$ cat config.mk
export PLATFORM = sky130hd
export DESIGN_NAME = resp_demux_l2
export DESIGN_NICKNAME = d
export VERILOG_FILES = /design/src/rtl/l2_xbar_pkg.sv /design/src/rtl/resp_demux_l2_delay_line.sv /design/src/rtl/resp_demux_l2.sv
export SDC_FILE = /design/constraint.sdc
export NUM_CORES = 1
export LEC_CHECK = 0
export ABC_AREA = 1
export BUFFER_PORTS_ARGS = -buffer_cell sky130_fd_sc_hd__buf_4
export CORE_AREA = 2 2 72 74
export CTS_CLUSTER_SIZE = 28
export DETAILED_ROUTE_END_ITERATION = 8
export DIE_AREA = 0 0 74 76
export PLACE_DENSITY_LB_ADDON = 0.2
export SYNTH_ARGS = -nofsm -noshare
export SYNTH_HDL_FRONTEND = slang
export SYNTH_HIERARCHICAL = 1
export SYNTH_SLANG_ARGS = --single-unit
$ cat constraint.sdc
create_clock -name clk -period 1.7 [get_ports clk]
set_clock_uncertainty 0.15 [all_clocks]
set_input_delay 0.255 -clock clk [delete_from_list [all_inputs] [get_ports clk]]
set_output_delay 0.255 -clock clk [all_outputs]
set_load 0.02 [all_outputs]
$ cat src/rtl/l2_xbar_pkg.sv
`default_nettype none
// ============================================================================
//  Module      : l2_xbar_pkg
//  Description : Shared types and constants for the L2 crossbar response path.
//                resp_entry_t is the in-flight response descriptor at the
//                default initiator count; outstanding_width() sizes the
//                in-flight counter of a response demux.
//  Revision    : 1.0  initial release
// ============================================================================
package l2_xbar_pkg;

    localparam int c_l2_id_width    = 16;
    localparam int c_l2_mem_latency = 1;
    localparam int c_l2_out_reg     = 0;

    // One in-flight response slot: valid occupancy, opcode, one-hot initiator.
    typedef struct packed {
        logic                     valid;
        logic                     wen;
        logic [c_l2_id_width-1:0] id;
    } resp_entry_t;

    // Counter must hold 0..(mem_latency + out_reg) inclusive.
    function automatic int outstanding_width(input int mem_latency, input int out_reg);
        int w;
        w = $clog2(mem_latency + out_reg + 1);
        return (w < 1) ? 1 : w;
    endfunction

    localparam int c_l2_outstanding_w = outstanding_width(c_l2_mem_latency, c_l2_out_reg);

endpackage : l2_xbar_pkg
`default_nettype wire

$ cat src/rtl/resp_demux_l2_delay_line.sv
`default_nettype none
// ============================================================================
//  Module      : resp_delay_line_l2
//  Description : Generic N-stage valid + payload shift register, no stall.
//                An entry written at cycle t appears on out_* at t+N.
//  Ports       : clk, rst_n (async, active low)
//                in_valid / in_data   : entry captured every cycle
//                out_valid / out_data : entry leaving the last stage
//  Revision    : 1.0  initial release
// ============================================================================
module resp_delay_line_l2 #(
    parameter int N = 1,
    parameter int W = 1
) (
    input  logic         clk,
    input  logic         rst_n,
    input  logic         in_valid,
    input  logic [W-1:0] in_data,
    output logic         out_valid,
    output logic [W-1:0] out_data
);

    // Valid bit carried as the MSB of each stage word.
    logic [W:0] r_pipe [N];

    always_ff @(posedge clk or negedge rst_n) begin
        if (!rst_n) begin
            for (int i = 0; i < N; i++) begin
                r_pipe[i] <= '0;
            end
        end else begin
            r_pipe[0] <= {in_valid, in_data};
            for (int i = 1; i < N; i++) begin
                r_pipe[i] <= r_pipe[i-1];
            end
        end
    end

    assign out_valid = r_pipe[N-1][W];
    assign out_data  = r_pipe[N-1][W-1:0];

endmodule : resp_delay_line_l2
`default_nettype wire

$ cat src/rtl/resp_demux_l2.sv
`default_nettype none
// ============================================================================
//  Module      : resp_demux_l2
//  Description : Response demux at one L2 bank port. Records each granted
//                request (ID, opcode), delays it by the bank latency and
//                steers the bank read data back as a one-hot r_valid.
//                Fully pipelined, never back-pressured.
//  Ports       : clk, rst_n            clock, async active-low reset
//                data_req_i/gnt_i      request handshake at the bank
//                data_wen_i            1 = read, 0 = write
//                data_ID_i             one-hot initiator ID
//                data_r_rdata_i/rtag_i bank read data/tag
//                data_r_valid_o        one-hot response valid
//                data_r_rdata_o/rtag_o response data/tag (broadcast)
//                outstanding_o         in-flight transaction count
//                err_id_o              pulse: handshake with non-one-hot ID
//  Revision    : 1.0  initial release
// ============================================================================
module resp_demux_l2
    import l2_xbar_pkg::*;
#(
    parameter int ID_WIDTH      = 16,
    parameter int DATA_WIDTH    = 64,
    parameter int TAG_WIDTH     = 8,
    parameter int MEM_LATENCY   = 1,
    parameter int OUT_REG       = 0,
    parameter int RESP_ON_WRITE = 1
) (
    input  logic                  clk,
    input  logic                  rst_n,
    input  logic                  data_req_i,
    input  logic                  data_gnt_i,
    input  logic                  data_wen_i,
    input  logic [ID_WIDTH-1:0]   data_ID_i,
    input  logic [DATA_WIDTH-1:0] data_r_rdata_i,
    input  logic [TAG_WIDTH-1:0]  data_r_rtag_i,
    output logic [ID_WIDTH-1:0]   data_r_valid_o,
    output logic [DATA_WIDTH-1:0] data_r_rdata_o,
    output logic [TAG_WIDTH-1:0]  data_r_rtag_o,
    output logic [outstanding_width(MEM_LATENCY, OUT_REG)-1:0] outstanding_o,
    output logic                  err_id_o
);

    localparam int c_cnt_w = outstanding_width(MEM_LATENCY, OUT_REG);
    localparam logic [c_cnt_w-1:0] c_cnt_one = c_cnt_w'(1);
    localparam logic c_resp_on_write = (RESP_ON_WRITE != 0);

    // Same shape as resp_entry_t, sized by this instance's ID width; valid
    // travels separately through the delay line.
    typedef struct packed {
        logic                wen;
        logic [ID_WIDTH-1:0] id;
    } payload_t;

    logic                w_hs;
    logic                w_id_ok;
    logic                w_cap_valid;
    payload_t            w_cap_payload;
    logic                w_last_valid;
    payload_t            w_last_payload;
    logic                w_resp;
    logic [ID_WIDTH-1:0] w_rvalid_nxt;
    logic                w_leave;
    logic                r_err;
    logic [c_cnt_w-1:0]  r_outstanding;

    // ------------------------------------------------------------------
    // Handshake capture and ID check. A bad ID is flagged and the slot is
    // filled with an invalid entry so nothing ever responds to it.
    // ------------------------------------------------------------------
    assign w_hs        = data_req_i & data_gnt_i;
    assign w_id_ok     = (data_ID_i != '0) &&
                         ((data_ID_i & (data_ID_i - ID_WIDTH'(1))) == '0);
    assign w_cap_valid = w_hs & w_id_ok;

    assign w_cap_payload.wen = data_wen_i;
    assign w_cap_payload.id  = data_ID_i;

    always_ff @(posedge clk or negedge rst_n) begin
        if (!rst_n) begin
            r_err <= 1'b0;
        end else begin
            r_err <= w_hs & ~w_id_ok;
        end
    end

    assign err_id_o = r_err;

    resp_delay_line_l2 #(
        .N (MEM_LATENCY),
        .W ($bits(payload_t))
    ) u_delay (
        .clk       (clk),
        .rst_n     (rst_n),
        .in_valid  (w_cap_valid),
        .in_data   (w_cap_payload),
        .out_valid (w_last_valid),
        .out_data  (w_last_payload)
    );

    // ------------------------------------------------------------------
    // Output steering. A non-responding write still rides the pipeline so
    // the outstanding count stays exact, but raises no r_valid.
    // ------------------------------------------------------------------
    assign w_resp       = w_last_valid & (w_last_payload.wen | c_resp_on_write);
    assign w_rvalid_nxt = w_resp ? w_last_payload.id : '0;

    generate
        if (OUT_REG != 0) begin : g_out_reg
            logic                  r_occ;
            logic [ID_WIDTH-1:0]   r_rvalid;
            logic [DATA_WIDTH-1:0] r_rdata;
            logic [TAG_WIDTH-1:0]  r_rtag;

            always_ff @(posedge clk or negedge rst_n) begin
                if (!rst_n) begin
                    r_occ    <= 1'b0;
                    r_rvalid <= '0;
                    r_rdata  <= '0;
                    r_rtag   <= '0;
                end else begin
                    r_occ    <= w_last_valid;
                    r_rvalid <= w_rvalid_nxt;
                    // Data only loads on a real response so it holds otherwise.
                    if (w_resp) begin
                        r_rdata <= data_r_rdata_i;
                        r_rtag  <= data_r_rtag_i;
                    end
                end
            end

            assign data_r_valid_o = r_rvalid;
            assign data_r_rdata_o = r_rdata;
            assign data_r_rtag_o  = r_rtag;
            // The entry retires when it leaves the output register.
            assign w_leave        = r_occ;
        end else begin : g_no_out_reg
            assign data_r_valid_o = w_rvalid_nxt;
            assign data_r_rdata_o = data_r_rdata_i;
            assign data_r_rtag_o  = data_r_rtag_i;
            assign w_leave        = w_last_valid;
        end
    endgenerate

    // ------------------------------------------------------------------
    // In-flight counter. At most one entry enters and one leaves per cycle,
    // and the pipeline depth bounds it, so it cannot wrap.
    // ------------------------------------------------------------------
    always_ff @(posedge clk or negedge rst_n) begin
        if (!rst_n) begin
            r_outstanding <= '0;
        end else begin
            case ({w_cap_valid, w_leave})
                2'b10:   r_outstanding <= r_outstanding + c_cnt_one;
                2'b01:   r_outstanding <= r_outstanding - c_cnt_one;
                default: r_outstanding <= r_outstanding;
            endcase
        end
    end

    assign outstanding_o = r_outstanding;

endmodule : resp_demux_l2
`default_nettype wire

After elaboration in Yosys (flattened, before gate mapping)
Index checks and enable logic that the tools add are counted.
{ "classes": {"addsub": 3, "mul": 0, "n_div": 0, "n_lt_le_gt_ge": 0, "eq_ne": 2, "shifts": 0, "mux": 2, "bitwise": 5, "n_reduce_logical": 4} }
{ "op_table": {"columns": ["operator", "count"], "rows": [
  ["AND 16 bit", 1],
  ["zero test 16 bit", 1],
  ["2-to-1 mux 16 bit", 1],
  ["nonzero test 16 bit", 1],
  ["subtractor 16 x 1 -> 16 bit (second input constant)", 1],
  ["AND 1 bit", 3],
  ["== test 2 x 1 -> 1 bit (second input constant)", 1],
  ["== test 2 bit (second input constant)", 1],
  ["case mux 1 bit (2 select lines)", 1],
  ["nonzero test 2 bit", 1],
  ["adder 1 bit (second input constant)", 1],
  ["logical AND 1 bit", 1],
  ["inverter 1 bit", 1],
  ["subtractor 1 bit (second input constant)", 1]
]} }
{ "word_totals": {"register_bits": 20, "latchBits": 0, "ramBits": 0, "rom_bits": 0, "inputBits": 93, "out_inout_bits": 90, "wordCells": 19, "memories": 0} }

Longest topological paths before layout
{ "depth": {"depth_word": 7, "ltp_mapped": 11, "ltp_nobuf": 11} }

Modules after synthesis
Netlist, hierarchy kept.
{ "by_module_without_submodules": {"columns": ["module", "n_inst", "cells_each", "area_per_inst_um2", "seq_area_each_um2"], "rows": [
  ["resp_demux_l2", 1, 192, 1078.5, 50.0],
  ["resp_delay_line_l2", 1, 18, 450.4, 450.4]
]} }

Worst setup path after synthesis
Ideal clock, no wire load.
{ "synth_path": {"path_kind": "reg2out", "start": "reg u_delay/r_pipe[17] (netlist name)", "end": "out data_r_valid_o[0]", "arrival_ps": 1038, "required_time_ps": 1295, "slack_ps": 257, "path_stages_with_launch": 5, "path_buffers": 2, "path_cell_list": "dfrtp_1 -> clkbuf_1 -> clkbuf_1 -> nand2_1 -> inv_1"} }
{ "synth_via": {"elab_chain_len": 1} }
{ "synth_lines": {"columns": ["element", "line", "text"], "rows": [
  ["start: declaration", "resp_demux_l2_delay_line.sv:24", "logic [W:0] r_pipe [N];"],
  ["start signal: indexed assignment", "resp_demux_l2_delay_line.sv:34", "r_pipe[i] <= r_pipe[i-1];"],
  ["2-to-1 mux 16 bit", "resp_demux_l2.sv:106", "assign w_rvalid_nxt = w_resp ? w_last_payload.id : '0;"],
  ["end: declaration", "resp_demux_l2.sv:37", "output logic [ID_WIDTH-1:0] data_r_valid_o,"]
]} }
Every way passes these cells.

Worst setup path in the final report
{ "layout_path": {"start": "reg u_delay/r_pipe[17] (netlist name)", "end": "out data_r_valid_o[4]"} }
Same word-level chain as after synthesis.

==> impl_metrics.ini <==
[run_status]
status = finished clean

[placed_design]
dp_hpwl_um = 2610
gp_congestion = 0.811
place_area_mm2 = 0.00134
numPortBuffers = 37

[die]
rows = 26
die_x_um = 74
io_pins = 183
core-area_mm2 = 0.00491
initial_core_util_pct = 30.6
die_h_um = 76
die_area_mm2 = 0.00562

[timing]
period_minus_slack_ps = 1460
rsz0062_at_grt = false
hold_violations = 0
fin_crit_sh_pct = 85.7
slew_headroom_pct = 83.9
maxSlewViolCount = 0
max_freq_mhz = 686
fin_tns_setup_ps = 0
tightestPinTransition_ps = 241
setup_viol = 0

[global_routing]
antenna_found_initial = 0
grt_pass1_wl_um = 5220
overflow = 0
grt_pass1_vias = 1142
gr-usage-all-layers_pct = 11.9
grt_max_degree = 20

[cts]
clkLatencyLatePin_ps = 250
numCtsBuffers = 3
path_clk_slew_ps = 70
cts_sinks = 19
cts_buffer_depth = 2
cts_setup_buffers = 0
cts_root_buf = clkbuf_8
cts_tree = done
cts_resized = 0
h-tree-depth = 1

[yosys]
synth_cells = 209
yosys_warnings = 6
syn_area_per_cell_um2 = 7.20
synth.net_count = 302
synthesis.area_mm2 = 0.00150

[critical_path]
cp-end-kind = output port
cp.depth = 4
crit_start = u_delay/r_pipe[17]
r2r_end = outstanding_o
criticalPathCategory = reg -> out
r2r-start = u_delay/r_pipe[17]
reg2reg_slack_ps = 540
crit_end = data_r_valid_o[4]
crit_path_cell_trace = buf_4 -> nand2_1 -> inv_1 -> buf_4
worstPathRequired_ps = 1290
critPathBufInv = 3
start_kind = flip-flop
crit_arrival_ps = 1050
path_delay_family = flip-flops
path_max_fanout = 11
critical_path.max_stage_delay_ps = 380
cpMaxStageDelayCell = dfrtp_1
crit_top_cell = buf_4
ff2ff_path_depth = 5

[layout]
drive_gt1_share_pct = 24.6
mostFrequentLayoutCell = nand2_1
area_growth_pct = 3.16
nets = 289
diodes = 0
final_cell_mix = nand2_1 (51), buf_4 (39), inv_1 (27), nor2_1 (21), dfrtp_1 (19)
fill_cells = 549
design_area_mm2 = 0.00155

[drt]
dr.pass1.iters = 4
antenna_left = 0
routed_wl_um = 3180
drc = 0
num_vias = 1063
viasPerCell = 4.01
wire_per_inst_um = 12.0
drt-initial-drc-count = 17

[power]
p_leak_nw = 0.901
ir_drop_mv = 0.174
p_per_area_mw_per_mm2 = 590

[flow_run]
maxCapViolCount = 0

[min_path]
holdCritPathClass = in -> reg
[through the flow]
stage	hold slack (ps)	cells	setup slack (ps)	util [%]	total power, W
after floorplan	-191	209	257	-	0.000771
after global placement	-5.89	244	62.7	27.2	0.000596
after detailed placement	-7.86	244	67.9	27.2	0.000595
after CTS	1.60	263	215	31.2	0.000928
after global routing	158	265	135	31.6	0.000971
final	116	265	243	31.6	0.000916
[tightest hold or removal path, stage by stage]
cell     delay, ps
buf_4          100
nand2_1         70
nor2_1          50
[where the power goes]
part           switching [W]  leakage [nW]  internal (W)
Combinational      0.0000647         0.651     0.0000714
Sequential        0.00000548         0.227      0.000472
Clock               0.000136        0.0228      0.000166
Total               0.000206         0.901      0.000710
[metal layers]
metal / vias to the layer above / wire [um] / track usage, %
met5: - / 0 / 0
met4: 0 / 170 / 8.73
met3: 28 / 383 / 5.42
met2: 68 / 1580 / 19.1
met1: 454 / 1040 / 11.7
li1: 513 / - / -
[final cells by class]
| class | instances | area (um^2) | area share (%) |
|---|---|---|---|
| Multi-Input combinational cell | 89 | 379 | 24.4 |
| Inverter | 27 | 101 | 6.53 |
| Clock buffer | 4 | 45.0 | 2.90 |
| Sequential cell | 19 | 475 | 30.6 |
| Tap cell | 70 | 87.6 | 5.65 |
| Timing Repair Buffer | 56 | 463 | 29.8 |
[state kept, by name (all words and copies together), names as in the netlist]
register        cells
u_delay/r_pipe     17
err_id_o            1
outstanding_o       1
[repair_timing]
item	in CTS	in global routing
hold endpoints to repair	33	2
hold buffers	15	2
setup endpoints to repair	0	0
[worst min-delay path by stage]
stage / startpoint / end / slack [ps] / cells past startpoint
finish: data_gnt_i / err_id_o / 120 / 3
global placement: rst_n / u_delay/r_pipe[13] / -6 / 1
CTS: data_ID_i[13] / u_delay/r_pipe[13] / 2 / 1
detailed placement: rst_n / u_delay/r_pipe[1] / -8 / 1
floorplan: rst_n / err_id_o / -190 / 0
global route: data_gnt_i / err_id_o / 160 / 3
Power figures use the tool's default switching activity.
